--- src/rtl/mul_share_pkg.sv ---
// Shared types for the multiplier-sharing scheduler: FSM state encoding and id-width helper.
package mul_share_pkg;

    typedef enum logic [1:0] {
        IDLE  = 2'd0,
        ISSUE = 2'd1,
        WAIT  = 2'd2,
        RESP  = 2'd3
    } state_t;

    // A single requester still needs a 1-bit id field.
    function automatic int calc_idw(input int n);
        return (n > 1) ? $clog2(n) : 1;
    endfunction

endpackage

--- src/rtl/mul_rr_arbiter.sv ---
// Round-robin arbiter: grants the first active request at or after i_ptr, wrapping at NREQ.
// Latency: purely combinational.
// Backpressure: none; the caller decides whether the grant is consumed.
module mul_rr_arbiter import mul_share_pkg::*; #(
    parameter  int NREQ = 4,
    localparam int IDW  = calc_idw(NREQ)
) (
    input  logic [NREQ-1:0] i_req,
    input  logic [IDW-1:0]  i_ptr,
    output logic [NREQ-1:0] o_gnt,
    output logic [IDW-1:0]  o_gnt_id
);

    logic [IDW:0]   w_sum;
    logic [IDW-1:0] w_idx;
    logic           w_found;

    // i_ptr < NREQ and k < NREQ, so one conditional subtract performs the modulo.
    always_comb begin
        o_gnt    = '0;
        o_gnt_id = '0;
        w_sum    = '0;
        w_idx    = '0;
        w_found  = 1'b0;
        for (int k = 0; k < NREQ; k++) begin
            w_sum = {1'b0, i_ptr} + (IDW+1)'(k);
            if (w_sum >= (IDW+1)'(NREQ)) begin
                w_sum = w_sum - (IDW+1)'(NREQ);
            end
            w_idx = w_sum[IDW-1:0];
            if (!w_found && i_req[w_idx]) begin
                w_found      = 1'b1;
                o_gnt[w_idx] = 1'b1;
                o_gnt_id     = w_idx;
            end
        end
    end

endmodule

--- src/rtl/mul_share_sched.sv ---
// Shares one sequential multiplier among NREQ requesters with round-robin grant and id-tagged responses.
// Latency: accept edge, one ISSUE cycle, then WAIT until mul_ready; response held in RESP.
// Backpressure: req_ready only in IDLE; RESP holds id/product until rsp_ready.
module mul_share_sched import mul_share_pkg::*; #(
    parameter  int W    = 8,
    parameter  int NREQ = 4,
    localparam int IDW  = calc_idw(NREQ)
) (
    input  logic              clk,
    input  logic              rst,
    input  logic [NREQ-1:0]   req_valid,
    output logic [NREQ-1:0]   req_ready,
    input  logic [NREQ*W-1:0] req_a,
    input  logic [NREQ*W-1:0] req_b,
    output logic              rsp_valid,
    input  logic              rsp_ready,
    output logic [IDW-1:0]    rsp_id,
    output logic [2*W-1:0]    rsp_product,
    output logic              busy,
    output logic              mul_start,
    output logic [W-1:0]      mul_a,
    output logic [W-1:0]      mul_b,
    input  logic [2*W-1:0]    mul_product,
    input  logic              mul_ready
);

    state_t          r_state;
    state_t          w_state_nxt;
    logic [IDW-1:0]  r_rr_ptr;
    logic [IDW-1:0]  r_id;
    logic [W-1:0]    r_mul_a;
    logic [W-1:0]    r_mul_b;
    logic [2*W-1:0]  r_product;
    logic [NREQ-1:0] w_gnt;
    logic [IDW-1:0]  w_gnt_id;
    logic [W-1:0]    w_sel_a;
    logic [W-1:0]    w_sel_b;
    logic            w_accept;

    mul_rr_arbiter #(.NREQ(NREQ)) u_arb (
        .i_req    (req_valid),
        .i_ptr    (r_rr_ptr),
        .o_gnt    (w_gnt),
        .o_gnt_id (w_gnt_id)
    );

    assign w_accept = (r_state == IDLE) && (|w_gnt);

    always_comb begin
        w_sel_a = '0;
        w_sel_b = '0;
        for (int i = 0; i < NREQ; i++) begin
            if (w_gnt[i]) begin
                w_sel_a = req_a[i*W +: W];
                w_sel_b = req_b[i*W +: W];
            end
        end
    end

    // mul_ready is only trusted in WAIT; in ISSUE it may still reflect the previous operation.
    always_comb begin
        w_state_nxt = r_state;
        case (r_state)
            IDLE:    if (|w_gnt) w_state_nxt = ISSUE;
            ISSUE:   w_state_nxt = WAIT;
            WAIT:    if (mul_ready) w_state_nxt = RESP;
            RESP:    if (rsp_ready) w_state_nxt = IDLE;
            default: w_state_nxt = IDLE;
        endcase
    end

    always_ff @(posedge clk) begin
        if (rst) begin
            r_state   <= IDLE;
            r_rr_ptr  <= '0;
            r_id      <= '0;
            r_mul_a   <= '0;
            r_mul_b   <= '0;
            r_product <= '0;
        end else begin
            r_state <= w_state_nxt;
            if (w_accept) begin
                r_mul_a  <= w_sel_a;
                r_mul_b  <= w_sel_b;
                r_id     <= w_gnt_id;
                r_rr_ptr <= (w_gnt_id == IDW'(NREQ-1)) ? '0 : w_gnt_id + 1'b1;
            end
            if (r_state == WAIT && mul_ready) begin
                r_product <= mul_product;
            end
        end
    end

    assign req_ready   = (r_state == IDLE) ? w_gnt : '0;
    assign mul_start   = (r_state == ISSUE);
    assign mul_a       = r_mul_a;
    assign mul_b       = r_mul_b;
    assign rsp_valid   = (r_state == RESP);
    assign rsp_id      = r_id;
    assign rsp_product = r_product;
    assign busy        = (r_state != IDLE);

endmodule

--- config.mk ---
export PLATFORM = sky130hd
export DESIGN_NAME = mul_share_sched
export DESIGN_NICKNAME = d
export VERILOG_FILES = /design/src/rtl/mul_share_pkg.sv /design/src/rtl/mul_rr_arbiter.sv /design/src/rtl/mul_share_sched.sv
export SDC_FILE = /design/constraint.sdc
export NUM_CORES = 1
export LEC_CHECK = 0
export CAP_MARGIN = 20
export CORE_UTILIZATION = 40
export DETAILED_ROUTE_END_ITERATION = 8
export HOLD_SLACK_MARGIN = 0.08
export PLACE_DENSITY = 0.81
export SLEW_MARGIN = 10
export SYNTH_ARGS = -nofsm -noshare
export SYNTH_HDL_FRONTEND = slang
export SYNTH_SLANG_ARGS = --single-unit
--- constraint.sdc ---
create_clock -name clk -period 3.6 [get_ports clk]
set_input_delay 0.36 -clock clk [delete_from_list [all_inputs] [get_ports clk]]
set_output_delay 0.36 -clock clk [all_outputs]
set_load 0.1 [all_outputs]
* Word level (Yosys, flattened, before mapping)
Index checks and enable logic that the tools add are counted.
Word-level totals: input bits 88, output and inout port bits 41, flip-flop bits (word level) 38
Cells by class: mux-type cells 45, equal/unequal tests 7, $add $sub $neg 8, bitwise operators 3, magnitude comparators 12, reductions and logical operators 16
Operator list (number):
- 8-bit two-way mux | 8
- 2-bit two-way mux | 12
- 4-bit two-way mux | 5
- 2-bit by 3-bit less-than comparator with 1-bit output, second input constant | 4
- 4-bit bitwise OR | 3
- 1-bit two-way mux | 11
- 3-bit >= comparator, second input constant | 3
- 1-bit logical AND | 9
- 1-bit binary-select mux with 2-bit select | 4
- 1-bit demux with 2-bit select | 4
- 2-bit by 1-bit >= comparator with 1-bit output, second input constant | 4
- 2-bit case mux with 4 select lines | 1
- 2-bit by 1-bit subtractor with 2-bit output, second input constant | 4
- 2-bit by 2-bit adder with 3-bit output, second input constant | 2
- 2-bit equality test, second input constant | 3
- 2-bit by 1-bit inequality test with 1-bit output, second input constant | 2
- 4-bit OR reduction | 1
- 2-bit by 1-bit adder with 3-bit output, second input constant | 1
- 2-bit by 3-bit >= comparator with 1-bit output, second input constant | 1
- 1-bit logical NOT | 3
- 3-bit AND reduction | 1
- 2-bit by 1-bit adder with 2-bit output, second input constant | 1
- 2-bit by 1-bit equality test with 1-bit output, second input constant | 1
- 2-bit logical NOT | 1
- 2 further kinds | 2

* Logic depth before layout (Yosys ltp)
Gate-level depths: netlist of run 1.
word-level depth 18, depth in mapped cells 15

* Cells and area by module
From an unflattened synthesis of run 1, not the netlist that was laid out.
Unflattened totals: cell total of the unflattened synthesis 289, area total of the unflattened synthesis 2388.5 µm²
By module, submodules not included:
- mul_share_sched | cells an instance 224, times used 1, area an instance 1899.3 µm²
- mul_rr_arbiter | cells an instance 65, times used 1, area an instance 489.2 µm²

* Worst setup path before layout of run 1
OpenSTA, ideal clock, no wires.
path type flip-flop to output port, from reg (tool-made name), to out req_ready[1], slack -0.687 ns, arrival 3.927 ns, required time 3.240 ns, stages on the path, launching flop included 10, cell sequence dfxtp_1 > buf_2 > inv_1 > ha_1 > buf_2 > mux2_2 > o32ai_1 > a221oi_1 > buf_2 > nor2_1
RTL lines:
- end: declaration | line mul_share_sched.sv:12 | output logic [NREQ-1:0] req_ready,

==> results of run 1 <==
## power by group through the flow
stage                     logic, uW  clock network, uW  registers (uW)
after global routing           2980                333             606
after global placement         2720                  0             598
final                          2800                310             595
after detailed placement       2770                  0             599
after CTS                      2780                319             593
after floorplan                1520                  0            1190
## stage by stage
step / instance area [um2] / std cells / hold WS (ps)
2_1_floorplan: 2459 / 321 / 467.7
3_3_place_gp: 3844 / 512 / 440.4
3_5_place_dp: 3844 / 512 / 447.6
4_1_cts: 3939 / 520 / 456.7
5_1_grt: 3944 / 520 / 477.9
6_report: 3944 / 520 / 454.1
## worst register-to-register path: cells and delay by family (launching register included)
family,cells,cell delay (ps)
DFF,1,330
buffers and inverters,4,790
AOI/OAI and AO/OA,5,1290
adders and majority gates,1,390
muxes,1,360
## cell families (layout without fill, tap and decap cells)
group,count (synthesis),after routing,share of synthesized area
flip-flops,38,38,0.3118
multiplexers,9,9,0.04820
buffers and inverters,38,162,0.08154
XOR/XNOR,1,1,0.003590
adder cells (fa/ha/maj),10,10,0.05128
AND/OR/NAND/NOR,98,98,0.1764
AO/OA/AOI/OAI,127,127,0.3272
## layer usage
metal	vias up	GRT usage	part of all wire
li1	1398	-	-
met1	1327	0.3115	0.40
met2	170	0.4402	0.48
met3	19	0.05341	0.089
met4	0	0.08929	0.021
met5	-	0	0
## worst min-delay path by stage
stage	startpoint	endpoint	slack [ps]	cells past startpoint
5_1_grt	rsp_product[5]	rsp_product[5]	480	2
3_5_place_dp	rsp_product[5]	rsp_product[5]	450	2
4_1_cts	rsp_product[5]	rsp_product[5]	460	2
2_1_floorplan	r_state[1]	r_state[1]	470	2
3_3_place_gp	rsp_product[5]	rsp_product[5]	440	2
6_report	rsp_product[11]	rsp_product[11]	450	2
## state kept, by name (all words and copies together) (netlist names), named ones only
signal and flops:
mul_a 8, mul_b 8, r_rr_ptr 1, r_state 2
rsp_id 2, rsp_product 16
## layout make-up
type                    instances  share of cell area
clock buffers                   6             0.02094
well taps                      75             0.02379
clock inverters                 2            0.003173
inverters                       8            0.007614
repair buffers                146              0.3687
flip-flops and latches         38              0.1929
multi-input cells             245              0.3829
## cell usage in the layout (no fill, tap or decap), types with 2 or more instances in the layout
master,synthesis,routed
buf_4,3,19
a221o_1,4,3
nor3_1,4,4
nand2_1,60,60
nor2_1,6,3
clkbuf_8,0,6
mux2_2,2,2
a22o_1,3,3
a31oi_1,16,16
inv_1,8,8
nand3b_1,2,2
o41ai_1,2,2
dfxtp_1,38,38
nand3_1,16,16
o21ai_0,36,36
a21oi_1,35,35
a221oi_1,4,3
clkdlybuf4s50_1,0,123
mux4_2,2,2
mux2i_1,5,5
a21o_1,16,16
nor2b_1,2,2
and2_1,3,2
nor2_4,0,2
buf_12,0,4
ha_1,10,10
==> results by group, run 1 <==
Outcome
  – Outcome: finished clean

Critical path
  – Crit path DAT: roughly 3000 ps
  – Worst r2r path cells: 11
  – RR Endpoint: mul_a[0]
  – Startpoint types: register
  – Crit Path Category: reg -> out
  – Req. time, crit path: 3240 ps
  – Worst path slowest cell: o32ai_1
  – CP cell instances: inv_1 > ha_1 > buf_4 > mux2_2 > o32ai_1 > buf_4 > a221o_2 > and2_2 > buf_12
  – Crit end category: output pin
  – Delay-heaviest family, CP: compound AO/OA/AOI/OAI gates
  – Slowest stage delay, CP: around 460 ps
  – Critical path endpoint: req_ready[0]
  – Critical path depth: 9
  – Crit-path max FO: 10
  – Most used cell, CP: buf_4
  – Bufs and invs on worst path: 4
  – R2R setup slack: roughly 390 ps

Power
  – Cell Pwr Density: 938.7 mW/mm2
  – Sw power: about 2100 uW
  – Clock power share: 0.084
  – Pint: ~1600 uW
  – Sequential power share: 0.161
  – P_leak: approximately 0.0015 uW
  – Total Power: 3702 uW
  – Maximum vdd drop: 555.0 uV
  – Sw frac: 0.5643
  – Combinational share of power: 0.756

Min path
  – HP Class: reg -> reg

Floorplanning
  – Die Wd: roughly 80 um
  – Ports: roughly 130
  – Total die area: roughly 0.0064 mm2
  – Core footprint: 0.005886 mm2
  – Rows: 28
  – Die H: 80.10 um
  – Initial core utilization: 0.4145

Final layout
  – Layout cells sized above 1: 0.09888
  – Nets@finish: 542
  – Area Growth Syn to Fin: 61.64%
  – Fin util: 0.6701
  – Multi-input logic area: ~0.0015 mm2
  – Filler instances: slightly above 500
  – N_diodes: 0
  – Register area: between 700 and 800 um2

Logic synthesis
  – Register area share after synthesis: 0.3118
  – Share of the synthesized area in the top cell type: 0.3118
  – Syn. warnings: 0
  – Number of flops mapped to enable cells by yosys: 0
  – Count leader, synth: nand2_1
  – Predominant post-synthesis flop cell: dfxtp_1
  – Top cells by count, synth: nand2_1, dfxtp_1, o21ai_0
  – Leading area contributor after synthesis: dfxtp_1
  – Syn Area/Cell: about 7.6 um2
  – Cell Area, Synth: around 0.0024 mm2
  – Top post-synthesis cells by area: dfxtp_1, nand2_1, o21ai_0
  – Synth cell types: 43
  – Yosys reg bits: 38
  – Post-synth ARST share: 0
  – Post-synth net total: around 420
  – Syn Inst Count: roughly 320

Timing
  – Final setup violating endpoints: 0
  – Fin. max-slew vios: 0
  – Post-route setup slack: 243.1 ps
  – Slew margin rel.: 0.2940
  – FMAX: between 200 and 300 MHz
  – Sum Neg Setup Slack: 0 ps
  – RSZ-0062 raised after global routing: false
  – Tcrit/Tclk final: 0.9325
  – Slew of the pin with the lowest slew margin: roughly 1100 ps
  – Fin Clk Skew: 5.019 ps
  – Final Hold Vio Count: 0
  – Clock period minus worst slack: approximately 3400 ps

Routing
  – Vias post-DR: roughly 2900
  – Post-route DRC: 0
  – DR WL/cell: ~16 um
  – Post-route ant nets: 0
  – Drt total wl: between 8000 and 9000 um
  – Drt initial violations: approximately 240
  – Drt pass-1 iters: 5
  – Via density: 5.604

Global route
  – Antenna violations before repair: 0
  – Total grt overflow: 0
  – First-pass GRT wire length: between 10000 and 15000 um
  – Gr usage total: 0.2548
  – Largest net degree at the start of global routing: 29
  – Vias in the first global route: ~2700

Clocking
  – CTS max path bufs: 2
  – Num CTS Buffers: 5
  – Post_cts resized: 0
  – Hold Buf Count CTS: 0
  – CTS tree: yes
  – TritonCTS sink count: 38
  – Clock transition at the registers of the reported paths: approximately 80 ps
  – Setup bufs post-CTS: 0
  – CTS root buf: clkbuf_8
  – # H-tree levels: 2
  – Clk_lat worst skew: 290 ps

Placement
  – IO Port Bufs: 128
  – HPWL after DPL: approximately 6300 um
  – RePlAce Congestion: about 0.9
  – Place WS: about 64 ps

Run
  – # Max-Cap Violations: 0
Power figures use the tool's default switching activity.
==> inputs of run 2 (changes only) <==
--- a/config.mk
+++ b/config.mk
@@ -5,7 +5,6 @@
 export SDC_FILE = /design/constraint.sdc
 export NUM_CORES = 1
 export LEC_CHECK = 0
-export CAP_MARGIN = 20
 export CORE_UTILIZATION = 40
 export DETAILED_ROUTE_END_ITERATION = 8
 export HOLD_SLACK_MARGIN = 0.08
==> results of run 2 <==
Same layout as run 1: the final DEF is identical, and so are final timing and power.
